<file path="src/rtl/stdp_synapse_if.sv">
// -----------------------------------------------------------------------------
// stdp_synapse_if
// Bundles the spike inputs and learning outputs exchanged between the spiking
// front end (two LIF neurons plus a learning enable) and the STDP synapse.
//   pre_spike   : presynaptic spike, 1-cycle pulse
//   post_spike  : postsynaptic spike, 1-cycle pulse
//   learn_en    : 1 = weight updates allowed
//   weight      : current synaptic weight
//   syn_current : weight gated by pre_spike, fed to the postsynaptic neuron
//   update_flag : 1-cycle pulse when a weight update is applied
//   update_dir  : 1 = potentiation, 0 = depression (valid with update_flag)
//   dt_out      : |dt| of the pairing behind the latest update
// master = spike source / observer, slave = the synapse itself.
// -----------------------------------------------------------------------------
interface stdp_synapse_if;
  logic       pre_spike;
  logic       post_spike;
  logic       learn_en;
  logic [7:0] weight;
  logic [7:0] syn_current;
  logic       update_flag;
  logic       update_dir;
  logic [7:0] dt_out;

  modport master (
    output pre_spike, post_spike, learn_en,
    input  weight, syn_current, update_flag, update_dir, dt_out
  );

  modport slave (
    input  pre_spike, post_spike, learn_en,
    output weight, syn_current, update_flag, update_dir, dt_out
  );
endinterface

</file>
<file path="src/rtl/stdp_synapse.sv">
// -----------------------------------------------------------------------------
// stdp_synapse
// Pair-based STDP synapse between two LIF neurons. Each side keeps a trace
// (cycle counter + valid bit) started by its own spike. A partner spike that
// finds a valid trace forms a pairing with dt = counter value; the update step
// halves every 2^TAU_SHIFT cycles of dt. Detected events are registered in a
// one-deep stage and applied to the saturating 8-bit weight on the next edge.
// Ports:
//   clk   : clock, all state on the rising edge
//   rst_n : asynchronous active-low reset
//   bus   : stdp_synapse_if.slave (spike inputs, weight/current/update outputs)
// -----------------------------------------------------------------------------
module stdp_synapse #(
  parameter int W_INIT    = 64,
  parameter int W_MAX     = 255,
  parameter int W_MIN     = 0,
  parameter int A_PLUS    = 32,
  parameter int A_MINUS   = 32,
  parameter int TAU_SHIFT = 2,
  parameter int WINDOW    = 16
) (
  input  logic           clk,
  input  logic           rst_n,
  stdp_synapse_if.slave  bus
);

  localparam logic [7:0] W_INIT_B  = 8'(W_INIT);
  localparam logic [8:0] W_MAX_9   = 9'(W_MAX);
  localparam logic [8:0] W_MIN_9   = 9'(W_MIN);
  localparam logic [7:0] W_MAX_B   = 8'(W_MAX);
  localparam logic [7:0] W_MIN_B   = 8'(W_MIN);
  localparam logic [7:0] A_PLUS_B  = 8'(A_PLUS);
  localparam logic [7:0] A_MINUS_B = 8'(A_MINUS);
  localparam logic [8:0] WINDOW_9  = 9'(WINDOW);

  // Exponential window approximation: amplitude halved once per 2^TAU_SHIFT
  // cycles of dt, with dt = 1 .. 2^TAU_SHIFT receiving the full amplitude.
  function automatic logic [7:0] step_size(input logic [7:0] amp, input logic [7:0] dt);
    logic [7:0] sh;
    sh = (dt - 8'd1) >> TAU_SHIFT;
    return amp >> sh;
  endfunction

  // Traces
  logic [7:0] pre_cnt_q,  pre_cnt_d;
  logic       pre_vld_q,  pre_vld_d;
  logic [7:0] post_cnt_q, post_cnt_d;
  logic       post_vld_q, post_vld_d;

  // Event stage
  logic       ev_vld_q,   ev_vld_d;
  logic       ev_dir_q,   ev_dir_d;
  logic [7:0] ev_delta_q, ev_delta_d;
  logic [7:0] ev_dt_q,    ev_dt_d;

  // Outputs
  logic [7:0] weight_q,      weight_d;
  logic [7:0] syn_current_q, syn_current_d;
  logic       update_flag_q, update_flag_d;
  logic       update_dir_q,  update_dir_d;
  logic [7:0] dt_out_q,      dt_out_d;

  logic       ltp_hit;
  logic       ltd_hit;
  logic [8:0] sum_9;
  logic [8:0] diff_9;

  // A spike on both sides at the same edge never pairs.
  assign ltp_hit = bus.learn_en & bus.post_spike & pre_vld_q  & ~bus.pre_spike;
  assign ltd_hit = bus.learn_en & bus.pre_spike  & post_vld_q & ~bus.post_spike;

  // Trace update. A consumed trace is dropped so one spike pairs at most once;
  // the trace counts up to WINDOW and expires on the step past it.
  always_comb begin
    pre_cnt_d  = pre_cnt_q;
    pre_vld_d  = pre_vld_q;
    post_cnt_d = post_cnt_q;
    post_vld_d = post_vld_q;

    if (bus.pre_spike) begin
      pre_cnt_d = 8'd1;
      pre_vld_d = 1'b1;
    end else if (ltp_hit) begin
      pre_cnt_d = 8'd0;
      pre_vld_d = 1'b0;
    end else if (pre_vld_q) begin
      if (({1'b0, pre_cnt_q} + 9'd1) > WINDOW_9) begin
        pre_cnt_d = 8'd0;
        pre_vld_d = 1'b0;
      end else begin
        pre_cnt_d = pre_cnt_q + 8'd1;
      end
    end

    if (bus.post_spike) begin
      post_cnt_d = 8'd1;
      post_vld_d = 1'b1;
    end else if (ltd_hit) begin
      post_cnt_d = 8'd0;
      post_vld_d = 1'b0;
    end else if (post_vld_q) begin
      if (({1'b0, post_cnt_q} + 9'd1) > WINDOW_9) begin
        post_cnt_d = 8'd0;
        post_vld_d = 1'b0;
      end else begin
        post_cnt_d = post_cnt_q + 8'd1;
      end
    end
  end

  // Event capture
  always_comb begin
    ev_vld_d   = ltp_hit | ltd_hit;
    ev_dir_d   = 1'b0;
    ev_delta_d = 8'd0;
    ev_dt_d    = 8'd0;
    if (ltp_hit) begin
      ev_dir_d   = 1'b1;
      ev_delta_d = step_size(A_PLUS_B, pre_cnt_q);
      ev_dt_d    = pre_cnt_q;
    end else if (ltd_hit) begin
      ev_dir_d   = 1'b0;
      ev_delta_d = step_size(A_MINUS_B, post_cnt_q);
      ev_dt_d    = post_cnt_q;
    end
  end

  // Weight application with 9-bit headroom so the clamp sees any overflow/borrow.
  assign sum_9  = {1'b0, weight_q} + {1'b0, ev_delta_q};
  assign diff_9 = {1'b0, weight_q} - {1'b0, ev_delta_q};

  always_comb begin
    weight_d      = weight_q;
    update_flag_d = ev_vld_q;
    update_dir_d  = update_dir_q;
    dt_out_d      = dt_out_q;
    if (ev_vld_q) begin
      update_dir_d = ev_dir_q;
      dt_out_d     = ev_dt_q;
      if (ev_dir_q) begin
        weight_d = (sum_9 > W_MAX_9) ? W_MAX_B : sum_9[7:0];
      end else begin
        // diff_9[8] is the borrow: the true result went below zero.
        weight_d = (diff_9[8] || (diff_9 < W_MIN_9)) ? W_MIN_B : diff_9[7:0];
      end
    end
  end

  // Current pulse carries the weight as it stood before this edge's update.
  assign syn_current_d = bus.pre_spike ? weight_q : 8'd0;

  always_ff @(posedge clk or negedge rst_n) begin
    if (!rst_n) begin
      pre_cnt_q     <= 8'd0;
      pre_vld_q     <= 1'b0;
      post_cnt_q    <= 8'd0;
      post_vld_q    <= 1'b0;
      ev_vld_q      <= 1'b0;
      ev_dir_q      <= 1'b0;
      ev_delta_q    <= 8'd0;
      ev_dt_q       <= 8'd0;
      weight_q      <= W_INIT_B;
      syn_current_q <= 8'd0;
      update_flag_q <= 1'b0;
      update_dir_q  <= 1'b0;
      dt_out_q      <= 8'd0;
    end else begin
      pre_cnt_q     <= pre_cnt_d;
      pre_vld_q     <= pre_vld_d;
      post_cnt_q    <= post_cnt_d;
      post_vld_q    <= post_vld_d;
      ev_vld_q      <= ev_vld_d;
      ev_dir_q      <= ev_dir_d;
      ev_delta_q    <= ev_delta_d;
      ev_dt_q       <= ev_dt_d;
      weight_q      <= weight_d;
      syn_current_q <= syn_current_d;
      update_flag_q <= update_flag_d;
      update_dir_q  <= update_dir_d;
      dt_out_q      <= dt_out_d;
    end
  end

  assign bus.weight      = weight_q;
  assign bus.syn_current = syn_current_q;
  assign bus.update_flag = update_flag_q;
  assign bus.update_dir  = update_dir_q;
  assign bus.dt_out      = dt_out_q;

endmodule
</file>
<file path="src/flat_wrapper.sv">
// flat-port wrapper written by rule: the top's interface ports become plain ports
module stdp_synapse_flat 
#(
  parameter int W_INIT    = 64,
  parameter int W_MAX     = 255,
  parameter int W_MIN     = 0,
  parameter int A_PLUS    = 32,
  parameter int A_MINUS   = 32,
  parameter int TAU_SHIFT = 2,
  parameter int WINDOW    = 16
)
  (clk, rst_n, bus_pre_spike, bus_post_spike, bus_learn_en, bus_weight, bus_syn_current, bus_update_flag, bus_update_dir, bus_dt_out);
  stdp_synapse_if bus_i ();
  input  logic clk;
  input  logic rst_n;
  input wire logic [$bits(bus_i.pre_spike)-1:0] bus_pre_spike;
  input wire logic [$bits(bus_i.post_spike)-1:0] bus_post_spike;
  input wire logic [$bits(bus_i.learn_en)-1:0] bus_learn_en;
  output wire logic [$bits(bus_i.weight)-1:0] bus_weight;
  output wire logic [$bits(bus_i.syn_current)-1:0] bus_syn_current;
  output wire logic [$bits(bus_i.update_flag)-1:0] bus_update_flag;
  output wire logic [$bits(bus_i.update_dir)-1:0] bus_update_dir;
  output wire logic [$bits(bus_i.dt_out)-1:0] bus_dt_out;
  assign bus_i.pre_spike = bus_pre_spike;
  assign bus_i.post_spike = bus_post_spike;
  assign bus_i.learn_en = bus_learn_en;
  assign bus_weight = bus_i.weight;
  assign bus_syn_current = bus_i.syn_current;
  assign bus_update_flag = bus_i.update_flag;
  assign bus_update_dir = bus_i.update_dir;
  assign bus_dt_out = bus_i.dt_out;
  stdp_synapse #(.W_INIT(W_INIT), .W_MAX(W_MAX), .W_MIN(W_MIN), .A_PLUS(A_PLUS), .A_MINUS(A_MINUS), .TAU_SHIFT(TAU_SHIFT), .WINDOW(WINDOW)) u_core (.clk(clk), .rst_n(rst_n), .bus(bus_i));
endmodule
</file>
<file path="config.mk">
export PLATFORM = sky130hd
export DESIGN_NAME = stdp_synapse_flat
export DESIGN_NICKNAME = d
export VERILOG_FILES = /design/src/rtl/stdp_synapse_if.sv /design/src/rtl/stdp_synapse.sv /design/src/flat_wrapper.sv
export SDC_FILE = /design/constraint.sdc
export NUM_CORES = 1
export LEC_CHECK = 0
export ABC_AREA = 1
export ABC_CLOCK_PERIOD_IN_PS = 2600
export CAP_MARGIN = 20
export CORE_ASPECT_RATIO = 1.4
export CORE_MARGIN = 1.5
export CORE_UTILIZATION = 55
export DETAILED_ROUTE_END_ITERATION = 7
export GPL_TIMING_DRIVEN = 0
export HOLD_SLACK_MARGIN = 0.03
export PLACE_DENSITY = 0.76
export SYNTH_ARGS = -nofsm -noshare
export SYNTH_HDL_FRONTEND = slang
export SYNTH_SLANG_ARGS = --single-unit
export TNS_END_PERCENT = 100
</file>
<file path="constraint.sdc">
create_clock -name clk -period 2.6 [get_ports clk]
set_input_delay 0.39 -clock clk [delete_from_list [all_inputs] [get_ports clk]]
set_output_delay 0.39 -clock clk [all_outputs]
set_load 0.05 [all_outputs]
</file>
# After elaboration in Yosys (flattened, before gate mapping)
# Index checks and enable logic that the tools add are counted.
word_totals:
  register_bits: 62
  latch_bits: 0
  mem_bits_rw: 0
  romBits: 0
  mem_count: 0
op_classes:
  add_sub_neg: 8
  mul: 0
  div_mod_pow: 0
  n_lt_le_gt_ge: 4
  eq_ne: 0
  shifts: 2
  n_mux: 25
  bitwise_logic: 9
  reduce_logical: 3
ops:
  columns: ["operator", "count"]
  rows:
  - ["$mux W8", 16]
  - ["$add A8 B1 Y9 const B", 2]
  - ["$gt A9 B5 Y1 const B", 2]
  - ["$add A8 B1 Y8 const B", 2]
  - ["$shr A6 B6 Y8 const A", 2]
  - ["$sub A8 B1 Y8 const B", 2]
  - ["$add A8 B8 Y9", 1]
  - ["$gt A9 B8 Y1 const B", 1]
  - ["$lt A9 B1 Y1 const B", 1]
  - ["$mux W1", 9]
  - ["$sub A8 B8 Y9", 1]
  - ["$and A1 B1 Y1", 6]
  - ["$reduce_bool A3 Y1", 2]
  - ["$not A1 Y1", 2]
  - ["$logic_or A1 B1 Y1", 1]
  - ["$or A1 B1 Y1", 1]

# Depth between registers and ports, before layout
logic_depth:
  ltp_word: 6
  ltp_mapped: 14
  ltp_nobuf: 14

# Least setup slack after synthesis
# OpenSTA, ideal clock, no wires.
synth_timing:
  path_type: "reg2reg"
  start: "register u_core.weight_q[0] (netlist: u_core.bus.weight[0])"
  end: "register u_core.weight_q[7] (netlist: u_core.bus.weight[7])"
  t_arrival_ns: 1.958
  t_required_ns: 2.482
  slack_ns: 0.524
  path_stages_with_launch: 15
  n_path_buf: 0
  synth_period_minus_slack_ns: 2.076
  cell_sequence: "dfrtp_1 -> inv_1 -> ha_1 -> inv_1 -> fa_1 -> nand3_1 -> nand2_1 -> nand2_1 -> nand2_1 -> nand2_1 -> inv_1 -> nand3_1 -> nand2_1 -> nand2_1 -> nand2_1"
synth_via:
  elab_chain_len: 5
  elab_cells_between_ends: 8
  cone_classes: "add/sub: 2; order compare: 2; mux: 3; reduce/logical: 1"
synth_lines:
  columns: ["item", "line_no", "text"]
  rows:
  - ["start, declared", "stdp_synapse.sv:57", "logic [7:0] weight_q, weight_d;"]
  - ["start signal, assigned", "stdp_synapse.sv:176", "weight_q <= weight_d;"]
  - ["$sub A8 B8 Y9", "stdp_synapse.sv:130", "assign diff_9 = {1'b0, weight_q} - {1'b0, ev_delta_q};"]
  - ["$lt A9 B1 Y1", "stdp_synapse.sv:144", "weight_d = (diff_9[8] || (diff_9 < W_MIN_9)) ? W_MIN_B : diff_9[7:0];"]
  - ["$logic_or A1 B1 Y1", "stdp_synapse.sv:144", null]
  - ["$mux W8", "stdp_synapse.sv:144", null]
  - ["$mux W8 (*)", "stdp_synapse.sv:140", "if (ev_dir_q) begin"]
# Every way passes the cells marked *; elsewhere a longest branch is shown, timed or not.
# A chain may end at the register's enable or synchronous reset.

# Worst setup path after layout
layout_timing:
  start: "register u_core.weight_q[0] (netlist: u_core.bus.weight[0])"
  end: "register u_core.weight_q[4] (netlist: u_core.bus.weight[4])"
# Same word-level chain as after synthesis.

==> metrics.md <==
| Metric | Value |
|---|---|
| Synth Flop Type | dfrtp_1 |
| Die Span X | 71.7 um |
| Unrepaired setup endpoints after global routing | false |
| Largest family of logic cells by synthesized area | simple AND/OR/NAND/NOR gates |
| Post-synth EDFFs | 0 |
| Max Cap Viol | 0 |
| Post-synthesis cell count | roughly 500 |
| Clock transition at path regs | 70 ps |
| WHS | 65.3 ps |
| Relative slew slack | 0.586 |
| First-pass DRT Iterations | 6 |
| Commonest cells post-synth | 168 x nand2_1, 73 x inv_1, 59 x dfrtp_1, 46 x nor2_1, 35 x nand3_1 |
| CTS Buf Count | 9 |
| Fin Setup TNS | 0 ps |
| Clock Tree Root | clkbuf_8 |
| CTS tree | yes |
| Asr flop ratio synth | 1.00 |
| Mux cell area share after synthesis | 0 |
| Clk sink count | 60 |
| Die footprint | 0.00711 mm^2 |
| Initial antenna violation count | 0 |
| Cts hold-fix bufs | 0 |
| Netlist Area Pre-Place | 0.00364 mm^2 |
| Die H | 99.2 um |
| Setup crit end kind | flop |
| Outcome | complete, but fails checks |
| Row count | 34 |
| Final Net Count | roughly 560 |
| Largest net degree at the start of global routing | 36 |
| Post-synthesis net count | 521 |
| Worst VDD drop | 416 uV |
| HP Class | input port to asynchronous set/reset pin |
| Crit share post-route | 0.853 |
| Final min period | 2220 ps |
| Post-synth cell types | 36 |
| Synth top area cells | dfrtp_1 41%, nand2_1 17%, inv_1 7.5% |
| Synth Area in XOR/XNOR | 0.0313 |
| CTS Buffer Depth | 2 |
| IO buf count | 30 |
| Flops & latches, synth | 60 |
| Ys Warns | 0 |
| CTS H-tree lvls | 3 |
| Met1 wire length | 3.12 mm |
| Power Total | 3.43 mW |
| Simple-Gate Fraction of Synth Area | 0.328 |
| Starting Density | 0.578 |
| Critical Path RT | 2830 ps |
| Vias | 3233 |
| Final hold violations | 0 |
| Synth Area in Adders | 0.0661 |
| Global-route usage over all layers | 0.256 |
| Arrival @ worst endpoint | 2450 ps |
| Failing checks | DRC |
| Global route total overflow | 0 |
| Yosys top cell area share | 0.406 |
| Setup CP Type | flop to flop |
| Layout area overhead | 16.6% |
| Leak pwr | 2.29 nW |
| Number of global-route vias before repair | 3281 |
| Clock Latency Late Sink | 340 ps |
| Critical path startpoint category | flop |
| Vias per Instance | 5.24 |
| DRC Markers | 3 |
| Placed cell area | 0.00404 mm^2 |
| Final Routed Wirelength | 8.09 mm |
| RePlAce Congestion | 0.916 |
| Initial drt markers | 154 |
| Register-to-Register Path Depth | 14 |
| Worst r2r src | u_core.bus.weight[0]$_DFFE_PN0P_ |
| Met2 Wirelength | 4.49 mm |
| HPWL Detailed | 6.19 mm |
| Layout cells sized above 1 | 0.0771 |
| WL met3 | roughly 220 um |
| Final setup viols | 0 |
| Max Freq | 0.451 GHz |
| Reg2reg end | u_core.bus.weight[4]$_DFFE_PN0P_ |
| Sequential fraction of the synthesis area | 0.413 |
| Core area | 0.00630 mm^2 |
| Final ANT Viol Nets | 0 |
| Highest routed layer | met4 |
| Post-CTS Repair Setup Buffers | 0 |
| Pwr Density | 810 mW/mm^2 |
| Worst Tran Pin Value | 621 ps |
| Finished Cell Area | 0.00424 mm^2 |
| WL per Instance | 13.1 um |
| Count leader, synth | nand2_1 |
| Clock skew | 11.3 ps |
| # resized after CTS | 0 |
| Synth Area in Compound Gates | 0.0640 |
| Reg2reg setup slack | 380 ps |
| N_diodes | 0 |
| Cell taking the most area after synthesis | dfrtp_1 |
| First-pass GRT wire length | 14.2 mm |
| Avg Cell Area, Syn | 7.30 um^2 |
| IO Pins | 31 |
| Max Slew Vio Count | 0 |
| Worst-path maximum fanout | 5 |
## layout make-up
class                   count  area (um^2)
flip-flops and latches     60         1500
well taps                  72         90.1
clock buffers              12          145
fillers                   566         2060
multi-input cells         351         1780
repair buffers             31          315
clock inverters             4         51.3
inverters                  75          282
plain buffers              12         73.8
## metal layers
layer,GRT usage,vias up
met1,0.268,1524
met4,0.128,0
li1,-,1629
met3,0.0385,24
met5,0,-
met2,0.482,56
## worst max-delay path, cell delays in order (launching register included)
cell and delay (ps):
dfrtp_1 420, inv_1 90, ha_1 150, inv_1 70, fa_1 430, nand3_1 120
nand2_1 80, nand2_1 70, nand2_1 110, nand2_1 150, inv_1 130, nand3_1 90
nand2_1 80, nand2_1 60, nand2_1 50
## power breakdown
group | internal [mW] | switching (mW) | total (mW)
Combinational | 0.483 | 0.964 | 1.45
Sequential | 1.04 | 0.120 | 1.16
Clock | 0.469 | 0.358 | 0.827
Total | 1.99 | 1.44 | 3.43
## logic make-up (layout without fill, tap and decap cells)
kind of cell,after synthesis,count (layout)
compound gates,42,42
xor+xnor,13,13
fa+ha+maj,18,18
buf+inv,87,134
flops,60,60
simple gates,278,278
## worst max-delay path by stage
stage	from	end	slack [ps]	cells past startpoint
finish	u_core.bus.weight[0]$_DFFE_PN0P_	u_core.bus.weight[4]$_DFFE_PN0P_	380	14
global route	u_core.bus.weight[0]$_DFFE_PN0P_	u_core.bus.weight[4]$_DFFE_PN0P_	190	14
CTS	u_core.bus.weight[0]$_DFFE_PN0P_	u_core.bus.weight[4]$_DFFE_PN0P_	370	14
detailed placement	u_core.bus.weight[0]$_DFFE_PN0P_	u_core.bus.weight[4]$_DFFE_PN0P_	390	14
global placement	rst_n	u_core.bus.update_dir$_DFFE_PN0P_	-650	1
floorplan	u_core.bus.weight[0]$_DFFE_PN0P_	u_core.bus.weight[7]$_DFFE_PN0P_	520	14
## sequential cells by signal, summed over array words and instances (netlist names)
register and cells:
u_core.bus.update_dir 1, u_core.bus.weight 8, u_core.pre_cnt_q 8, u_core.bus.dt_out 8, u_core.post_vld_q 1, u_core.pre_vld_q 1, u_core.ev_vld_q 1, u_core.ev_dir_q 1
u_core.bus.syn_current 8, u_core.bus.update_flag 1, u_core.ev_delta_q 6, u_core.post_cnt_q 8, u_core.ev_dt_q 8
## cells in the final DEF, fill, tap and decap left out, drive strengths merged, types with 3 or more instances in the layout
master         count
clkdlybuf4s50     29
xor2              12
nand2            171
a21oi             16
nor3               3
inv               74
o21ai             13
clkinv             3
nand3             37
clkbuf            15
dfrtp             59
ha                16
buf               11
o22ai              8
nand4             10
nor2              52
## stage by stage
stage                     cells  setup slack (ps)   util
after global placement      600              -647  0.640
final                       617               383  0.673
after detailed placement    601               393  0.642
after global routing        617               187  0.673
after floorplan             498               524      -
after CTS                   617               371  0.673
No activity file was read; power rests on OpenSTA's default activity.
